[config.mk]
export PLATFORM = sky130hd
export DESIGN_NAME = jtdd_irqctl_flat
export DESIGN_NICKNAME = d
export VERILOG_FILES = /design/src/rtl/jtdd_irq_pkg.sv /design/src/rtl/jtdd_irqctl_if.sv /design/src/rtl/jtdd_irq_chan.sv /design/src/rtl/jtdd_irqctl.sv /design/src/flat_wrapper.sv
export SDC_FILE = /design/constraint.sdc
export NUM_CORES = 1
export LEC_CHECK = 0
export CAP_MARGIN = 30
export CORE_MARGIN = 1.5
export CORE_UTILIZATION = 37
export CTS_CLUSTER_DIAMETER = 80
export CTS_CLUSTER_SIZE = 12
export DETAILED_ROUTE_END_ITERATION = 10
export PLACE_DENSITY = 0.84
export SETUP_SLACK_MARGIN = 0.4
export SYNTH_ARGS = -nofsm -noshare
export SYNTH_HDL_FRONTEND = slang
export SYNTH_SLANG_ARGS = --single-unit
[constraint.sdc]
create_clock -name clk -period 1.3 [get_ports clk]
set_input_delay 0.195 -clock clk [delete_from_list [all_inputs] [get_ports clk]]
set_output_delay 0.195 -clock clk [all_outputs]
set_load 0.1 [all_outputs]
[src/rtl/jtdd_irq_pkg.sv]
// Shared constants for the jtdd interrupt controller: register addresses and channel limit.
// Optional overrun tracking is enabled by defining JTDD_IRQ_OVERRUN_EN.
package jtdd_irq_pkg;

  localparam int MAX_CH = 8;

  typedef enum logic [1:0] {
    REG_MASK = 2'd0,
    REG_CLR  = 2'd1,
    REG_SET  = 2'd2,
    REG_RAW  = 2'd3
  } reg_addr_e;

endpackage

[src/rtl/jtdd_irqctl_if.sv]
// CPU-side register bus of the interrupt controller, including the acknowledge pulse.
interface jtdd_irqctl_if;

  logic       cen;
  logic       cs;
  logic       we;
  logic [1:0] addr;
  logic [7:0] din;
  logic [7:0] dout;
  logic       irq_ack;

  modport master (output cen, cs, we, addr, din, irq_ack, input dout);
  modport slave  (input cen, cs, we, addr, din, irq_ack, output dout);

endinterface

[src/rtl/jtdd_irq_chan.sv]
// One interrupt channel: input registration, edge/level detection, pending and overrun flags.
// Overrun storage exists only when JTDD_IRQ_OVERRUN_EN is defined.
module jtdd_irq_chan #(
  parameter bit EDGE     = 1'b1,
  parameter bit POL      = 1'b1,
  parameter bit AUTOCLR  = 1'b0,
  parameter bit PAUSABLE = 1'b0
) (
  input  logic clk,
  input  logic rst,
  input  logic sig,
  input  logic pause,
  input  logic mask,
  input  logic clr,
  input  logic set,
  input  logic ack,
  output logic pending,
  output logic overrun,
  output logic sig_l
);

  logic sig_l_q, sig_l_d;
  logic pending_q, pending_d;
  logic active_now, active_prev, gate, ev, set_any, clr_any;

  always_comb begin
    active_now  = POL ? sig : ~sig;
    active_prev = POL ? sig_l_q : ~sig_l_q;
    gate        = PAUSABLE & pause;
    ev          = EDGE & active_now & ~active_prev & ~gate;
    set_any     = ev | set;
    clr_any     = clr | (ack & AUTOCLR & pending_q & mask);
    sig_l_d     = sig;
    // Set beats clear; a level channel just tracks the registered active level.
    if (EDGE) pending_d = set_any | (pending_q & ~clr_any);
    else      pending_d = active_now & (pending_q | ~gate);
  end

  // NOTE: sequential state uses non-blocking assignments so every flop samples pre-edge values.
  always_ff @(posedge clk) begin
    if (rst) begin
      pending_q <= 1'b0;
      sig_l_q   <= sig;   // tracking sig through reset avoids a false edge on release
    end else begin
      pending_q <= pending_d;
      sig_l_q   <= sig_l_d;
    end
  end

`ifdef JTDD_IRQ_OVERRUN_EN
  logic overrun_q, overrun_d;

  always_comb overrun_d = (ev & pending_q) | (overrun_q & ~clr);

  always_ff @(posedge clk) begin
    if (rst) overrun_q <= 1'b0;
    else     overrun_q <= overrun_d;
  end

  assign overrun = overrun_q;
`else
  assign overrun = 1'b0;
`endif

  assign pending = pending_q;
  assign sig_l   = sig_l_q;

endmodule

[src/rtl/jtdd_irqctl.sv]
// Interrupt controller top: mask register, register read mux and N channel instances.
// Define JTDD_IRQ_OVERRUN_EN to make addr 2 read per-channel overrun flags.
module jtdd_irqctl
  import jtdd_irq_pkg::*;
#(
  parameter int           N        = 3,
  parameter logic [N-1:0] EDGE     = {N{1'b1}},
  parameter logic [N-1:0] POL      = {N{1'b1}},
  parameter logic [N-1:0] MASK_RST = {N{1'b1}},
  parameter logic [N-1:0] AUTOCLR  = {N{1'b0}},
  parameter int           PAUSE_CH = N-1
) (
  input  logic           clk,
  input  logic           rst,
  input  logic [N-1:0]   sig,
  input  logic           pause,
  jtdd_irqctl_if.slave   bus,
  output logic [N-1:0]   irqn
);

  logic [N-1:0]      mask_q, mask_d;
  logic [N-1:0]      clr_vec, set_vec, pending, overrun, sig_l;
  logic              wr;
  logic [MAX_CH-1:0] rd_bits;
  logic              unused_din;

  assign unused_din = ^bus.din;

  always_comb begin
    wr      = bus.cs & bus.we & bus.cen;
    mask_d  = mask_q;
    clr_vec = '0;
    set_vec = '0;
    if (wr && bus.addr == REG_MASK) mask_d  = bus.din[N-1:0];
    if (wr && bus.addr == REG_CLR)  clr_vec = bus.din[N-1:0];
    if (wr && bus.addr == REG_SET)  set_vec = bus.din[N-1:0];
  end

  always_ff @(posedge clk) begin
    if (rst) mask_q <= MASK_RST;
    else     mask_q <= mask_d;
  end

  for (genvar i = 0; i < N; i++) begin : g_chan
    jtdd_irq_chan #(
      .EDGE    (EDGE[i]),
      .POL     (POL[i]),
      .AUTOCLR (AUTOCLR[i]),
      .PAUSABLE(i == PAUSE_CH)
    ) u_chan (
      .clk    (clk),
      .rst    (rst),
      .sig    (sig[i]),
      .pause  (pause),
      .mask   (mask_q[i]),
      .clr    (clr_vec[i]),
      .set    (set_vec[i]),
      .ack    (bus.irq_ack),
      .pending(pending[i]),
      .overrun(overrun[i]),
      .sig_l  (sig_l[i])
    );
  end

  // NOTE: every path assigns rd_bits from a default, so no latch is inferred.
  always_comb begin
    rd_bits = '0;
    case (bus.addr)
      REG_MASK: rd_bits[N-1:0] = mask_q;
      REG_CLR:  rd_bits[N-1:0] = pending;
      REG_SET:  rd_bits[N-1:0] = overrun;
      REG_RAW:  rd_bits[N-1:0] = sig_l;
      default:  rd_bits        = '0;
    endcase
    bus.dout = rd_bits;
  end

  assign irqn = ~(pending & mask_q);

endmodule

[src/flat_wrapper.sv]
// flat-port wrapper written by rule: the top's interface ports become plain ports
module jtdd_irqctl_flat import jtdd_irq_pkg::*;
#(
  parameter int           N        = 3,
  parameter logic [N-1:0] EDGE     = {N{1'b1}},
  parameter logic [N-1:0] POL      = {N{1'b1}},
  parameter logic [N-1:0] MASK_RST = {N{1'b1}},
  parameter logic [N-1:0] AUTOCLR  = {N{1'b0}},
  parameter int           PAUSE_CH = N-1
)
  (clk, rst, sig, pause, irqn, bus_cen, bus_cs, bus_we, bus_addr, bus_din, bus_irq_ack, bus_dout);
  jtdd_irqctl_if bus_i ();
  input  logic clk;
  input  logic rst;
  input  logic [N-1:0] sig;
  input  logic pause;
  output logic [N-1:0] irqn;
  input wire logic [$bits(bus_i.cen)-1:0] bus_cen;
  input wire logic [$bits(bus_i.cs)-1:0] bus_cs;
  input wire logic [$bits(bus_i.we)-1:0] bus_we;
  input wire logic [$bits(bus_i.addr)-1:0] bus_addr;
  input wire logic [$bits(bus_i.din)-1:0] bus_din;
  input wire logic [$bits(bus_i.irq_ack)-1:0] bus_irq_ack;
  output wire logic [$bits(bus_i.dout)-1:0] bus_dout;
  assign bus_i.cen = bus_cen;
  assign bus_i.cs = bus_cs;
  assign bus_i.we = bus_we;
  assign bus_i.addr = bus_addr;
  assign bus_i.din = bus_din;
  assign bus_i.irq_ack = bus_irq_ack;
  assign bus_dout = bus_i.dout;
  jtdd_irqctl #(.N(N), .EDGE(EDGE), .POL(POL), .MASK_RST(MASK_RST), .AUTOCLR(AUTOCLR), .PAUSE_CH(PAUSE_CH)) u_core (.clk(clk), .rst(rst), .sig(sig), .pause(pause), .bus(bus_i), .irqn(irqn));
endmodule
==> metrics, run 1 <==
outcome finished clean; Seq/Total Area, Yosys a little under two fifths; CTS tree yes; grt total ovfl 0; HP Class input pin to flip-flop; Pwr Density slightly below 1000 nW/um^2; mapped cell area between 400 and 500 um^2; CP arrival between 1 and 1.5 ns; Post-synth ARST share 0%; Placer Congestion ~0.81; Hold EP u_core.g_chan[0].u_chan.sig_l$_DFF_P_; layout cell share with drive strength beyond 1 a little over two fifths; total routed wirelength between 1000 and 1500 um; chip height 39.3 um; routed length on met3 around 76 um; antenna violations before repair 0; hold path depth 1; worst r2r path cells 3; final setup fails 0; largest net degree at the start of global routing 10; hold path startpoint sig[0]; WP data required roughly 1.1 ns; Core ar. roughly 1200 um^2; Max VDD drop ~0.76 mV; LEAKAGE about 0.36 nW; Fin Setup TNS 0 ns; leading cell types by count after synthesis dfxtp_1, o21ai_0, nand3_1, buf_4, nand3b_1; Worst Path Class, Setup flip-flop to output port; HPWL Detailed ~960 um; CTS root buffer clkbuf_4; Initial Util a little over two fifths; # hold bufs at CTS 0; CP startpoint kind flip-flop; Syn Inst Count a little under 60; count of pins over their slew limit 0; Post-route DRC 0; kind of end point of the critical path output port; max cap viols 0; f_max approximately 800 MHz; Placed Instances 91; H-tree levels 1; nets about 110; Final Non-Filler Cells 100; Ant. Diodes 0; Seq cells post-synth 9; Synth area leader dfxtp_1; FF+latch area about 200 um^2; r2r endpoint u_core.g_chan[2].u_chan.pending$_SDFF_PP0_; EDFF count, synth 0; Fill cells 66; Worst-path clk slew roughly 0.060 ns; post-synth top area share 36.9%; vias in the first global route 550; WL/cell around 15 um; r2r setup slk between 0.5 and 0.6 ns; Clock Latency Late Sink 0.26 ns; mean post-synth cell area 8.41 um^2; final cycle utilization of the critical path 96.1%; RSZ-0062 raised after global routing true; area grow syn2layout 91.5%; Post-synth top flop dfxtp_1; Die X-Extent around 39 um; met1 wire length 558 um; Detail Route met2 WL between 800 and 900 um; GRT Util Overall 22.8%; Site Rows 12; clock tree skew after final layout roughly 0.00011 ns; FF-to-FF Start u_core.g_chan[2].u_chan.sig_l$_DFF_P_; Core Util, Final 79.8%; number of CTS-inserted buffers 3; vias post-DR 558; clk buf depth 2; CP Max Fanout 3; Clock Sinks 9; Top Ports 31; area of the multi-input gates between 300 and 400 um^2; I/O Buffers 19; ranking of synthesized cells by area dfxtp_1, o21ai_0, buf_4; vias per inst 5.58; crit path time final around 1.2 ns; first drt pass iteration count 3; max layer used met4; Routed Antenna Nets 0; first-pass GRT wire length around 2300 um; Distinct cells, synth 17; DRT iter0 DRCs 6; Hold Vio Cnt, Final 0; die area around 1500 um^2; synth warn 0
## placed cells by master, fill, tap and decap left out
cell	synthesis	routed
nand4b_1	1	1
buf_12	0	7
clkbuf_4	0	3
o21ai_1	0	4
nand2_2	0	2
o21ai_0	9	2
a31oi_1	1	1
nand3_1	7	6
clkdlybuf4s15_2	0	1
conb_1	1	5
dfxtp_1	9	3
inv_1	3	3
a32oi_1	2	2
dfxtp_4	0	6
nand2_4	0	1
nor3b_1	1	1
dlygate4sd2_1	0	3
buf_6	1	3
clkbuf_1	0	1
mux2i_4	0	3
buf_4	6	6
nand3_2	0	1
o21ai_4	0	3
a21oi_1	3	3
and4b_2	0	1
clkdlybuf4s50_1	0	8
nand3b_1	6	6
## worst max path at each step
stage,start,endpoint,slack (ns),depth (start not counted)
final,u_core.mask_q[2]$_SDFFE_PP1P_,bus_dout[2],0.05,3
after global routing,u_core.g_chan[0].u_chan.pending$_SDFF_PP0_,bus_dout[0],0.03,3
after CTS,u_core.g_chan[1].u_chan.pending$_SDFF_PP0_,bus_dout[1],0.03,3
after detailed placement,bus_addr[0],bus_dout[2],-0.32,5
after global placement,bus_addr[0],bus_dout[1],-0.25,5
after floorplan,bus_addr[0],bus_dout[0],0.06,3
## final cells by class
type	instances	share of cell area (%)
multi-input combinational	42	36.4
timing repair buffer	28	36.0
clock buffer	4	2.81
tap	14	1.87
inverter	3	1.20
sequential	9	21.7
## worst max-delay path, stage by stage, from the launching register on
cell and delay, ns:
dfxtp_4 0.38, mux2i_4 0.08, o21ai_4 0.15, buf_12 0.19
## sequential cells by signal, indices dropped and copies added, names as in the netlist
| signal | cells |
|---|---|
| u_core.g_chan.u_chan.pending | 3 |
| u_core.g_chan.u_chan.sig_l | 3 |
| u_core.mask_q | 3 |
## stage by stage
step | area, um^2 | setup WS [ns] | total power [mW] | hold WS [ns]
floorplan | 537 | 0.0582 | 0.551 | 0.223
global placement | 773 | -0.254 | 0.670 | 0.488
detailed placement | 773 | -0.321 | 0.675 | 0.495
CTS | 893 | 0.0339 | 0.923 | 0.403
global route | 935 | 0.0258 | 0.959 | 0.407
finish | 935 | 0.0503 | 0.924 | 0.404
## logic make-up (layout without fill, tap and decap cells)
kind of cell | Yosys count | in the layout | share of synthesized area [%]
compound gates | 15 | 15 | 17.2
buf+inv | 11 | 35 | 14.9
flops | 9 | 9 | 36.9
mux | 3 | 3 | 6.15
other cells | 1 | 5 | 0.768
simple gates | 19 | 19 | 24.1
## where the power goes
group          leakage, nW  switching, mW  internal [mW]
Combinational        0.271          0.255          0.154
Sequential          0.0762         0.0144          0.283
Clock               0.0150         0.0989          0.118
Total                0.362          0.368          0.555
## what timing repair did
action	in CTS	in global routing
setup buffers	3	2
pin swaps	6	10
gates resized for setup	33	10
setup endpoints to repair	12	12
## routing by layer
| layer | up-vias | global-route usage [%] |
|---|---|---|
| met1 | 276 | 22.7 |
| li1 | 259 | - |
| met5 | - | 0 |
| met4 | 0 | 15.5 |
| met2 | 19 | 42.1 |
| met3 | 4 | 3.98 |
No activity file was read; power rests on OpenSTA's default activity.
==> run 2, diff against run 1 <==
CORE_AREA = 2 2 39 41   (was default)
CORE_MARGIN = default   (was 1.5)
CORE_UTILIZATION = default   (was 37)
DIE_AREA = 0 0 41 43   (was default)
DONT_BUFFER_PORTS = 1   (was default)
PLACE_DENSITY = 0.54   (was 0.84)
==> metrics, run 2 (synthesized netlist as in run 1, its figures left out) <==
Gate power share 38.9%; die area about 1800 um^2; final setup fails 0; area grow syn2layout 56.7%; CP Max Fanout 3; first drt pass iteration count 2; Int Power ~0.52 mW; vias per inst approximately 5.2; nets just over 90; Initial Util a little over a third; largest net degree at the start of global routing 19; max cap viols 0; CP Cell Sequence mux2i_4 > o21ai_4 > buf_12; clock tree skew after final layout roughly 0.00029 ns; count of pins over their slew limit 0; CP arrival between 1 and 1.5 ns; Clock Sinks 9; vias in the first global route around 420; Worst path max stage delay approximately 0.36 ns; Sw Pwr 0.331 mW; number of CTS-inserted buffers 3; commonest cells after routing, fill and taps aside nand3_1, nand3b_1, o21ai_0, buf_12, conb_1; DRT iter0 DRCs 7; Core Util, Final 55.2%; HP Class input pin to flip-flop; total power 0.850 mW; Top delay family on crit path flip-flops; Worst Path Buf+Inv 1; Worst Path Class, Setup flip-flop to output port; Site Rows 14; switch share about two fifths; Clock Latency Late Sink 0.26 ns; outcome finished clean; vias post-DR about 440; Ant. Diodes 0; WL/cell about 13 um; final cycle utilization of the critical path between 90% and 100%; Fin Setup TNS 0 ns; f_max between 800 and 900 MHz; Top Ports 31; CTS root buffer clkbuf_4; LEAKAGE around 0.28 nW; Max VDD drop 0.543 mV; hold_ws around 0.063 ns; first-pass GRT wire length approximately 1800 um; final instance area approximately 760 um^2; H-tree levels 1; Placed Area approximately 580 um^2; total routed wirelength ~1100 um; clock power share ~26%; CP startpoint kind flip-flop; Hold Vio Cnt, Final 0; clk buf depth 2; slowest cell on the critical path dfxtp_2; kind of end point of the critical path output port; commonest non-fill, non-tap cell in the layout nand3_1; Worst-path clk slew 0.06 ns; chip height about 43 um; antenna violations before repair 0; grt total ovfl 0; Die X-Extent approximately 41 um; Placer Congestion between 0.6 and 0.7; CTS tree yes; HPWL Detailed slightly below 800 um; Routed Antenna Nets 0; WP data required 1.11 ns; Reg power frac a little over a third; Post-route DRC 0; layout cell share with drive strength beyond 1 about 34%; crit path time final approximately 1.2 ns; Pwr Density between 1000 and 1500 nW/um^2; RSZ-0062 raised after global routing true; GRT Util Overall between 10 and 15%; Core ar. ~1400 um^2; I/O Buffers 0
[run 2: cell count changes in the layout (fill, tap and decap cells not counted), moves of 3 or more]
cell             delta
dlygate4sd3_1       +4
dfxtp_4             -3
dlygate4sd2_1       -3
dfxtp_2             +3
clkdlybuf4s50_1     -8
o21ai_0             +4
buf_4               -6
o21ai_1             -4
[run 2: power by group through the flow]
stage                     clock, mW  combinational (mW)  sequential, mW
after floorplan                   0               0.250           0.301
after global placement            0               0.279           0.303
after detailed placement          0               0.282           0.304
after CTS                     0.224               0.320           0.302
after global routing          0.244               0.341           0.301
final                         0.219               0.330           0.300
[run 2: worst paths after layout]
check | end | cells past startpoint | startpoint | slack, ns
worst max-delay path | bus_dout[1] | 3 | u_core.mask_q[1]$_SDFFE_PP1P_ | 0.06
worst min register to register | u_core.g_chan[1].u_chan.pending$_SDFF_PP0_ | 2 | u_core.g_chan[1].u_chan.pending$_SDFF_PP0_ | 0.51
worst max register to register | u_core.g_chan[2].u_chan.pending$_SDFF_PP0_ | 3 | u_core.g_chan[2].u_chan.sig_l$_DFF_P_ | 0.53
worst min-delay path | u_core.mask_q[0]$_SDFFE_PP1P_ | 2 | rst | 0.06
[run 2: area by class of cell]
type,instances,area (um^2)
multi-input combinational,42,329
timing repair buffer,12,183
tap,16,20.0
inverter,3,11.3
sequential,9,195
clock buffer,4,26.3
fill,130,619
[run 2: layer usage]
metal / track usage [%] / vias to the layer above / part of all wire, %
met3: 6.28 / 2 / 8.8
met2: 21.9 / 17 / 50
met5: 0 / - / 0
li1: - / 224 / -
met4: 6.00 / 0 / 0.54
met1: 18.4 / 201 / 40
[run 2: per-stage QoR]
stage               worst slack [ns]  instances
floorplan                     0.0582         62
global placement               0.323         76
detailed placement             0.306         76
CTS                           0.0320         84
global route                  0.0379         86
finish                        0.0642         86
[run 2: worst register-to-register path, cell delays in order (launching register included)]
cell and delay (ns):
dfxtp_1 0.31, nor3b_1 0.21, a31oi_1 0.06, a21oi_1 0.12
[run 2: repair_timing]
| item | CTS | global route |
|---|---|---|
| resized for setup | 20 | 8 |
| hold buffers | 4 | 0 |
| endpoints found under the hold margin | 6 | 0 |
| endpoints found under the setup margin | 6 | 6 |
| pin swaps | 2 | 2 |
| setup buffers | 0 | 2 |
